## config.mk

```make
export PLATFORM = sky130hd
export DESIGN_NAME = snake_dir_ctrl
export DESIGN_NICKNAME = d
export VERILOG_FILES = /design/src/rtl/snake_pkg.sv /design/src/rtl/dir_fifo.sv /design/src/rtl/snake_dir_ctrl.sv
export SDC_FILE = /design/constraint.sdc
export NUM_CORES = 1
export LEC_CHECK = 0
export BUFFER_PORTS_ARGS = -buffer_cell sky130_fd_sc_hd__buf_4
export CAP_MARGIN = 40
export CORE_MARGIN = 10
export CORE_UTILIZATION = 39
export DETAILED_ROUTE_END_ITERATION = 8
export GPL_TIMING_DRIVEN = 0
export PLACE_DENSITY = 0.73
export RECOVER_POWER = 25
export REMOVE_ABC_BUFFERS = 1
export SYNTH_ARGS = -nofsm -noshare
export SYNTH_HDL_FRONTEND = slang
export SYNTH_SLANG_ARGS = --single-unit
```

## constraint.sdc

```tcl
create_clock -name clk -period 2.3 [get_ports clk]
set_clock_uncertainty 0.05 [all_clocks]
set_input_delay 0.46 -clock clk [delete_from_list [all_inputs] [get_ports clk]]
set_output_delay 0.46 -clock clk [all_outputs]
set_load 0.01 [all_outputs]
```

## src/rtl/snake_pkg.sv

```systemverilog
// Heading encoding shared by the direction controller and the move/body logic.
package snake_pkg;

   localparam logic [1:0] DIR_UP    = 2'd0;
   localparam logic [1:0] DIR_DOWN  = 2'd1;
   localparam logic [1:0] DIR_LEFT  = 2'd2;
   localparam logic [1:0] DIR_RIGHT = 2'd3;

   // Opposite headings differ only in bit 0 with this encoding.
   function automatic logic [1:0] dir_opposite(input logic [1:0] d);
      return d ^ 2'b01;
   endfunction

endpackage

```

## src/rtl/dir_fifo.sv

```systemverilog
// Small circular FIFO of headings with head/tail peek; a pop in the same cycle
// frees the slot for a push even when full.
module dir_fifo #(
   parameter int WIDTH = 2,
   parameter int DEPTH = 2
) (
   input  logic             clk,
   input  logic             reset,
   input  logic             push,
   input  logic             pop,
   input  logic             flush,
   input  logic [WIDTH-1:0] din,
   output logic [WIDTH-1:0] head,
   output logic [WIDTH-1:0] tail,
   output logic [2:0]       count,
   output logic             full,
   output logic             empty
);

   localparam int PW = (DEPTH > 1) ? $clog2(DEPTH) : 1;

   logic [WIDTH-1:0] mem [DEPTH];
   logic [PW-1:0]    rd_ptr, wr_ptr, tail_ptr;
   logic             do_push, do_pop;

   function automatic logic [PW-1:0] ptr_inc(input logic [PW-1:0] p);
      return (p == PW'(DEPTH - 1)) ? '0 : p + PW'(1);
   endfunction

   assign full     = (count == 3'(DEPTH));
   assign empty    = (count == 3'd0);
   assign do_pop   = pop && !empty;
   assign do_push  = push && (!full || do_pop);
   assign tail_ptr = (wr_ptr == '0) ? PW'(DEPTH - 1) : wr_ptr - PW'(1);
   assign head     = mem[rd_ptr];
   assign tail     = mem[tail_ptr];

   // NOTE: sequential state uses non-blocking (<=) so every register samples pre-edge values.
   always_ff @(posedge clk or negedge reset) begin
      if (!reset) begin
         rd_ptr <= '0;
         wr_ptr <= '0;
         count  <= 3'd0;
         // NOTE: storage is reset too, so head/tail never drive X into the filter.
         for (int i = 0; i < DEPTH; i++) mem[i] <= '0;
      end else if (flush) begin
         rd_ptr <= '0;
         wr_ptr <= '0;
         count  <= 3'd0;
      end else begin
         if (do_push) begin
            mem[wr_ptr] <= din;
            wr_ptr      <= ptr_inc(wr_ptr);
         end
         if (do_pop) rd_ptr <= ptr_inc(rd_ptr);
         if (do_push && !do_pop)      count <= count + 3'd1;
         else if (do_pop && !do_push) count <= count - 3'd1;
      end
   end

endmodule

```

## src/rtl/snake_dir_ctrl.sv

```systemverilog
// Snake heading controller: decodes key pulses, filters reversals/repeats,
// queues legal turns and commits one per move_tick.
module snake_dir_ctrl
   import snake_pkg::*;
#(
   parameter int         QDEPTH   = 2,
   parameter logic [1:0] INIT_DIR = DIR_RIGHT
) (
   input  logic       clk,
   input  logic       reset,
   input  logic       left_key_press,
   input  logic       right_key_press,
   input  logic       up_key_press,
   input  logic       down_key_press,
   input  logic       move_tick,
   input  logic       restart,
   output logic [1:0] dir,
   output logic       turn_pulse,
   output logic       reject_pulse,
   output logic [2:0] q_count
);

   logic       key_valid;
   logic [1:0] key_dir;
   logic [1:0] ref_dir, q_head, q_tail;
   logic       q_full, q_empty;
   logic       legal, do_push, do_pop, do_reject;

   // NOTE: every always_comb output gets a default first, so no path can infer a latch.
   always_comb begin
      key_valid = 1'b1;
      key_dir   = DIR_UP;
      if (up_key_press)         key_dir = DIR_UP;
      else if (down_key_press)  key_dir = DIR_DOWN;
      else if (left_key_press)  key_dir = DIR_LEFT;
      else if (right_key_press) key_dir = DIR_RIGHT;
      else                      key_valid = 1'b0;
   end

   // Compare against the last heading the snake will have, not the current one.
   assign ref_dir   = q_empty ? dir : q_tail;
   assign legal     = key_valid && (key_dir != ref_dir) && (key_dir != dir_opposite(ref_dir));
   assign do_pop    = move_tick && !q_empty && !restart;
   assign do_push   = legal && (!q_full || do_pop) && !restart;
   assign do_reject = key_valid && !restart && !do_push;

   dir_fifo #(
      .WIDTH (2),
      .DEPTH (QDEPTH)
   ) u_fifo (
      .clk   (clk),
      .reset (reset),
      .push  (do_push),
      .pop   (do_pop),
      .flush (restart),
      .din   (key_dir),
      .head  (q_head),
      .tail  (q_tail),
      .count (q_count),
      .full  (q_full),
      .empty (q_empty)
   );

   always_ff @(posedge clk or negedge reset) begin
      if (!reset) begin
         dir          <= INIT_DIR;
         turn_pulse   <= 1'b0;
         reject_pulse <= 1'b0;
      end else begin
         if (restart)     dir <= INIT_DIR;
         else if (do_pop) dir <= q_head;
         turn_pulse   <= do_pop;
         reject_pulse <= do_reject;
      end
   end

endmodule

```

# == Word-level counts from Yosys, hierarchy flattened ==
# Index checks and enable logic that the tools add are counted.
# word_totals
n_memories,0
out_inout_bits,7
rom_bits,0
mem_bits_rw,0
wordCells,82
latch_bits,0
ff_bits,13
in_bits,8
# classes
mul,0
n_eq_ne,3
div_mod_pow,0
muxes,30
n_bitwise,5
shift,0
magnitude_cmp,4
n_addsub,5
reduce_logical,27
# op_table
cell,n
$mux W2,14
$logic_and A1 B1 Y1,13
$mux W1,11
$mux W3,3
$ge A2 B2 Y1 const B,3
$logic_not A1 Y1,6
$not A1 Y2,3
$reduce_bool A2 Y1,3
$bwmux W4,1
$ne A2 B2 Y1,2
$add A3 B1 Y3 const B,1
$eq A3 B2 Y1 const B,1
$logic_not A3 Y1,1
$reduce_bool A3 Y1,1
$sub A3 B1 Y3 const B,1
$add A1 B1 Y1 const B,2
$demux W2 S1,1
$logic_or A1 B1 Y1,2
$lt A2 B1 Y1 const B,1
$not A1 Y1,2
$reduce_and A2 Y1,1
$sub A1 B1 Y1 const B,1

# == Depth between registers and ports, before layout ==
# depth
word_depth,18
mapped_depth,10
mapped_depth_nobuf,9

# == Hierarchy ==
# From an unflattened synthesis, not the netlist that was laid out.
# hier_totals
hier_cells,84
area_unflattened_um2,805.8
# modules_own_cells
mod,cells_each,seq_area_each_um2,area_each_um2,n_inst
dir_fifo,59,225.2,583.1,1
snake_dir_ctrl,25,102.6,222.7,1

# == Worst setup path before layout ==
# Ideal clock, no wire load.
# synth_timing
path_kind,register to register
from,register u_fifo.count[2]
to,register u_fifo.count[2]
synth_period_minus_slack_ns,2.539
setup_time_ns,0.128
path_buffers,1
required_ns,2.122
t_arrival_ns,2.361
slack_ns,-0.239
stages_incl_launch_ff,11
path_cell_list,dfrtp_1 -> or3_1 -> clkbuf_1 -> mux2i_1 -> xnor2_1 -> nand3_4 -> nor2_1 -> fa_1 -> and3_1 -> mux2i_1 -> mux2_1
# synth_via
elab_chain_cells,11
word_cells_on_any_way,28
classes_between,2 x add/sub; 3 x eq/ne; 4 x mux; 1 x bitwise; 18 x reduce/logical
# synth_rtl
item,line,source
from (decl),dir_fifo.sv:15,"output logic [2:0] count,"
from (signal assigned),dir_fifo.sv:56,if (do_push && !do_pop) count <= count + 3'd1;
from (signal assigned),dir_fifo.sv:57,else if (do_pop && !do_push) count <= count - 3'd1;
$logic_not A3 Y1,dir_fifo.sv:31,assign empty = (count == 3'd0);
$mux W2 / $logic_not A1 Y1 (equally long branches),"snake_dir_ctrl.sv:41, dir_fifo.sv:32, snake_dir_ctrl.sv:43",
"$ne A2 B2 Y1, or another cell as far along",snake_dir_ctrl.sv:42,assign legal = key_valid && (key_dir != ref_dir) && (key_dir != dir_opposite(ref_dir));
"$logic_and A1 B1 Y1, or another cell as far along",snake_dir_ctrl.sv:42,
$logic_and A1 B1 Y1 / $logic_or A1 B1 Y1 (equally long branches),"snake_dir_ctrl.sv:42, snake_dir_ctrl.sv:44",
$logic_and A1 B1 Y1 (2 in a row),snake_dir_ctrl.sv:44,assign do_push = legal && (!q_full || do_pop) && !restart;
$logic_and A1 B1 Y1,dir_fifo.sv:33,assign do_push = push && (!full || do_pop);
$logic_and A1 B1 Y1 / $logic_not A1 Y1 (equally long branches),"dir_fifo.sv:56, dir_fifo.sv:57",
$mux W3 / $logic_and A1 B1 Y1 (equally long branches),"dir_fifo.sv:56, dir_fifo.sv:57",
$mux W3 / $reduce_bool A3 Y1 (equally long branches),--,
# Parallel ways exist; a longest one is shown, timed or not. The select of a mux whose other input is x is not followed.
# A chain may end at the register's enable or synchronous reset.

# == Worst setup path in the final report ==
# Ends and elaborated chain as after synthesis.

==> metrics.md <==
| Metric | Value |
|---|---|
| Least setup slack across all paths after layout | -0.166 ns |
| Outcome | finished, violations left |
| Type of the tightest min-delay check | in -> reg |
| Max-cap violation count | 0 |
| DRC | 0 |
| Number of pins exceeding their max-slew limit in the final report | 0 |
| Count of endpoints failing setup in the final report | 2 |
| Part of the Yosys area used for sequential elements | 0.474 |
| Final WL | between 1.5 and 2 mm |
| Die outline area | 3860 sq um |
| Slew at the pin with the worst max-slew slack | approximately 0.7 ns |
| I/O Pins | 15 |
| Arrival time at the worst endpoint | 2.58 ns |
| Finished Cell Area | between 900 and 1000 sq um |
| Root buffer cell | sky130_fd_sc_hd__clkbuf_4 |
| Relative max-transition margin | 0.534 |
| Die outline height | approximately 62 um |
| Worst setup EP type | register |
| Clk network pwr share | 0.102 |
| Area of the mapped netlist | 692 sq um |
| Number of failing hold endpoints at the final stage | 0 |
| CP max stage cell | sky130_fd_sc_hd__or3_4 |
| Count of H-tree levels built during CTS | 1 |
| Initial detailed-routing violation count | 5 |
| TritonCTS clock tree | built |
| Top post-synthesis cells by area | sky130_fd_sc_hd__dfrtp_1 40%, sky130_fd_sc_hd__mux2_2 8.1%, sky130_fd_sc_hd__nor2_1 8.1% |
| Die Span X | approximately 62 um |
| Via/cell ratio | roughly 5.0 |
| Post-Syn Instances | 65 |
| Share of total power in combinational logic | 0.606 |
| Final estimated routing congestion in global placement | around 0.73 |
| FMAX | roughly 0.41 GHz |
| Area share of the leading cell type in the synthesized netlist | 0.398 |
| Largest fanout on the critical path | 2 |
| Via count of the first global-routing pass | 534 |
| Worst hold path depth | 2 |
| Layout overhead on the synthesized area | 42.9% |
| Final #Nets | slightly above 100 |
| Proportion of layout cells with a drive suffix above 1 | 0.505 |
| Share of power burned in registers | 0.292 |
| Setup slack after placement | -0.320 ns |
| Number of buffers added on ports | 14 |
| Library cells used by synthesis | 22 |
| Cell-internal power | about 880 uW |
| Core region area | between 1500 and 2000 sq um |
| Non-filler instance count after layout | between 100 and 150 |
| Pin count of the biggest net entering global routing | 14 |
| Most common library cell in the layout ignoring fill and taps | sky130_fd_sc_hd__buf_4 |
| Clk sink count | 13 |
| GR Overflow Total | 0 |
| Violated checks | negative setup slack |
| Worst setup path category | reg -> reg |
| Final total negative setup slack | -0.191 ns |
| Worst-skew pair later-pin latency | around 0.27 ns |
| Worst-case hold slack | 0.398 ns |
| Cell row count | 15 |
| Number of instances in the placed design | between 100 and 150 |
| Total number of yosys warnings | 0 |
| Cell area reported after detailed placement | between 800 and 900 sq um |
| Initial antenna violation count | 0 |
| Final worst-path cycle share | 1.07 |
| Via count | about 580 |
| Routed wire per std cell | roughly 14 um |
| Crit path largest cell delay | 0.41 ns |
| Number of antenna diodes | 0 |
| Final min period | ~2.5 ns |
| Number of synthesized register bits | 13 |
| Total CTS buffers | 3 |
| Unrepaired setup endpoints after global routing | yes |
| Cells on worst reg2reg path | 9 |
| CTS Buffer Depth | 2 |
| Crit path launch type | register |
| Post-detail-place hpwl | ~1.0 mm |
| Top library cells by usage in the layout, fill and taps aside | 22 x sky130_fd_sc_hd__buf_4, 13 x sky130_fd_sc_hd__nor2_1, 11 x sky130_fd_sc_hd__dfrtp_1 |
| Power density over cell area | approximately 1400 nW/um^2 |
| Sw Ratio | 0.362 |
| Antenna violation net count after detailed routing | 0 |
| Overall global routing resource usage | 0.0815 |
| Dominant cell type by area after synthesis | sky130_fd_sc_hd__dfrtp_1 |
| Starting density of the core | 0.405 |
| Critical path required time | between 2 and 2.5 ns |
| Per-instance average area after synthesis | around 11 sq um |
| Leakage | approximately 0.00047 uW |
| Clock transition at the register clock pins on the worst setup and hold paths after CTS | around 0.080 ns |
| Net switching power figure | around 500 uW |
| Critical path, cell by cell | or3_4 > mux2i_4 > xnor2_2 > nand3_4 > nor2_2 > fa_2 > and3_4 > mux2i_2 > mux2_4 |
| Wire length of the first global-routing pass | roughly 2.6 mm |
| First drt pass iteration count | 4 |
| IR drop worst, VDD | between 0.0006 and 0.0007 V |
flip-flops by register name (all words and copies together), names as in the netlist:
name           cells
dir                2
u_fifo.mem         4
u_fifo.rd_ptr      1
reject_pulse       1
u_fifo.wr_ptr      1
u_fifo.count       3
turn_pulse         1
path summary, 6_finish.rpt:
path	start	end	slack, ns
setup / recovery	u_fifo.count[2]	u_fifo.count[2]	-0.17
hold reg to reg	u_fifo.mem[0]	u_fifo.mem[0]	0.47
setup reg to reg	u_fifo.count[2]	u_fifo.count[2]	-0.17
min in group asynchronous	reset	u_fifo.count[1]	0.69
hold / removal	restart	u_fifo.rd_ptr	0.40
max in group asynchronous	reset	u_fifo.count[0]	1.07
synth_stat cells (all sizes together):
cell type,n
nand3,1
mux2i,4
nor2,15
a211o,2
clkbuf,2
or3,1
nand4,1
inv,3
fa,1
xor2,2
xnor2,2
nor3,1
dfrtp,11
nor2b,2
or4,1
dfstp,2
and3,1
and2,1
mux2,8
nand2,1
a21oi,3
power by group through the flow:
stage	Clock (uW)	Combinational, uW	Sequential, uW
final	141	838	404
after global routing	157	896	414
after floorplan	0	349	409
after detailed placement	0	500	406
after global placement	0	488	400
after CTS	145	627	394
worst max-delay path, delay by kind of cell, from the launching register on:
kind          cells  cell delay, ns
fa+ha+maj         1            0.34
flops             1            0.39
xor+xnor          1            0.16
mux               3            0.70
simple gates      4            0.70
layer usage:
layer  GRT usage  part of all wire
met5           0                 0
met1      0.0984              0.43
met3      0.0251             0.031
met2       0.126              0.52
met4      0.0429             0.017
final cells by class:
type                            count  area, sq um
Timing Repair Buffer               24          179
Tap cell                           25         31.3
Multi-Input combinational cell     47          413
Inverter                            3         11.3
Sequential cell                    13          328
Clock buffer                        4         26.3
Fill cell                         134          719
what timing repair did:
action / in CTS / in global routing
hold buffers: 1 / 0
hold endpoints to repair: 11 / 0
gates cloned: 0 / 0
pin swaps: 5 / 4
resized for setup: 4 / 11
setup endpoints to repair: 2 / 5
setup buffers: 6 / 3
cells by family after synthesis:
| logic type | after synthesis | share of synthesized area |
|---|---|---|
| xor+xnor | 4 | 0.0506 |
| simple gates | 25 | 0.184 |
| fa+ha+maj | 1 | 0.0289 |
| compound gates | 5 | 0.0470 |
| buf+inv | 5 | 0.0271 |
| flops | 13 | 0.474 |
| mux | 12 | 0.188 |
metrics by stage:
step,util,power (uW)
2_1_floorplan,-,758
3_3_place_gp,0.481,888
3_5_place_dp,0.481,905
4_1_cts,0.537,1170
5_1_grt,0.579,1470
6_report,0.579,1380
Note: power is estimated with default switching activity, not from simulation.
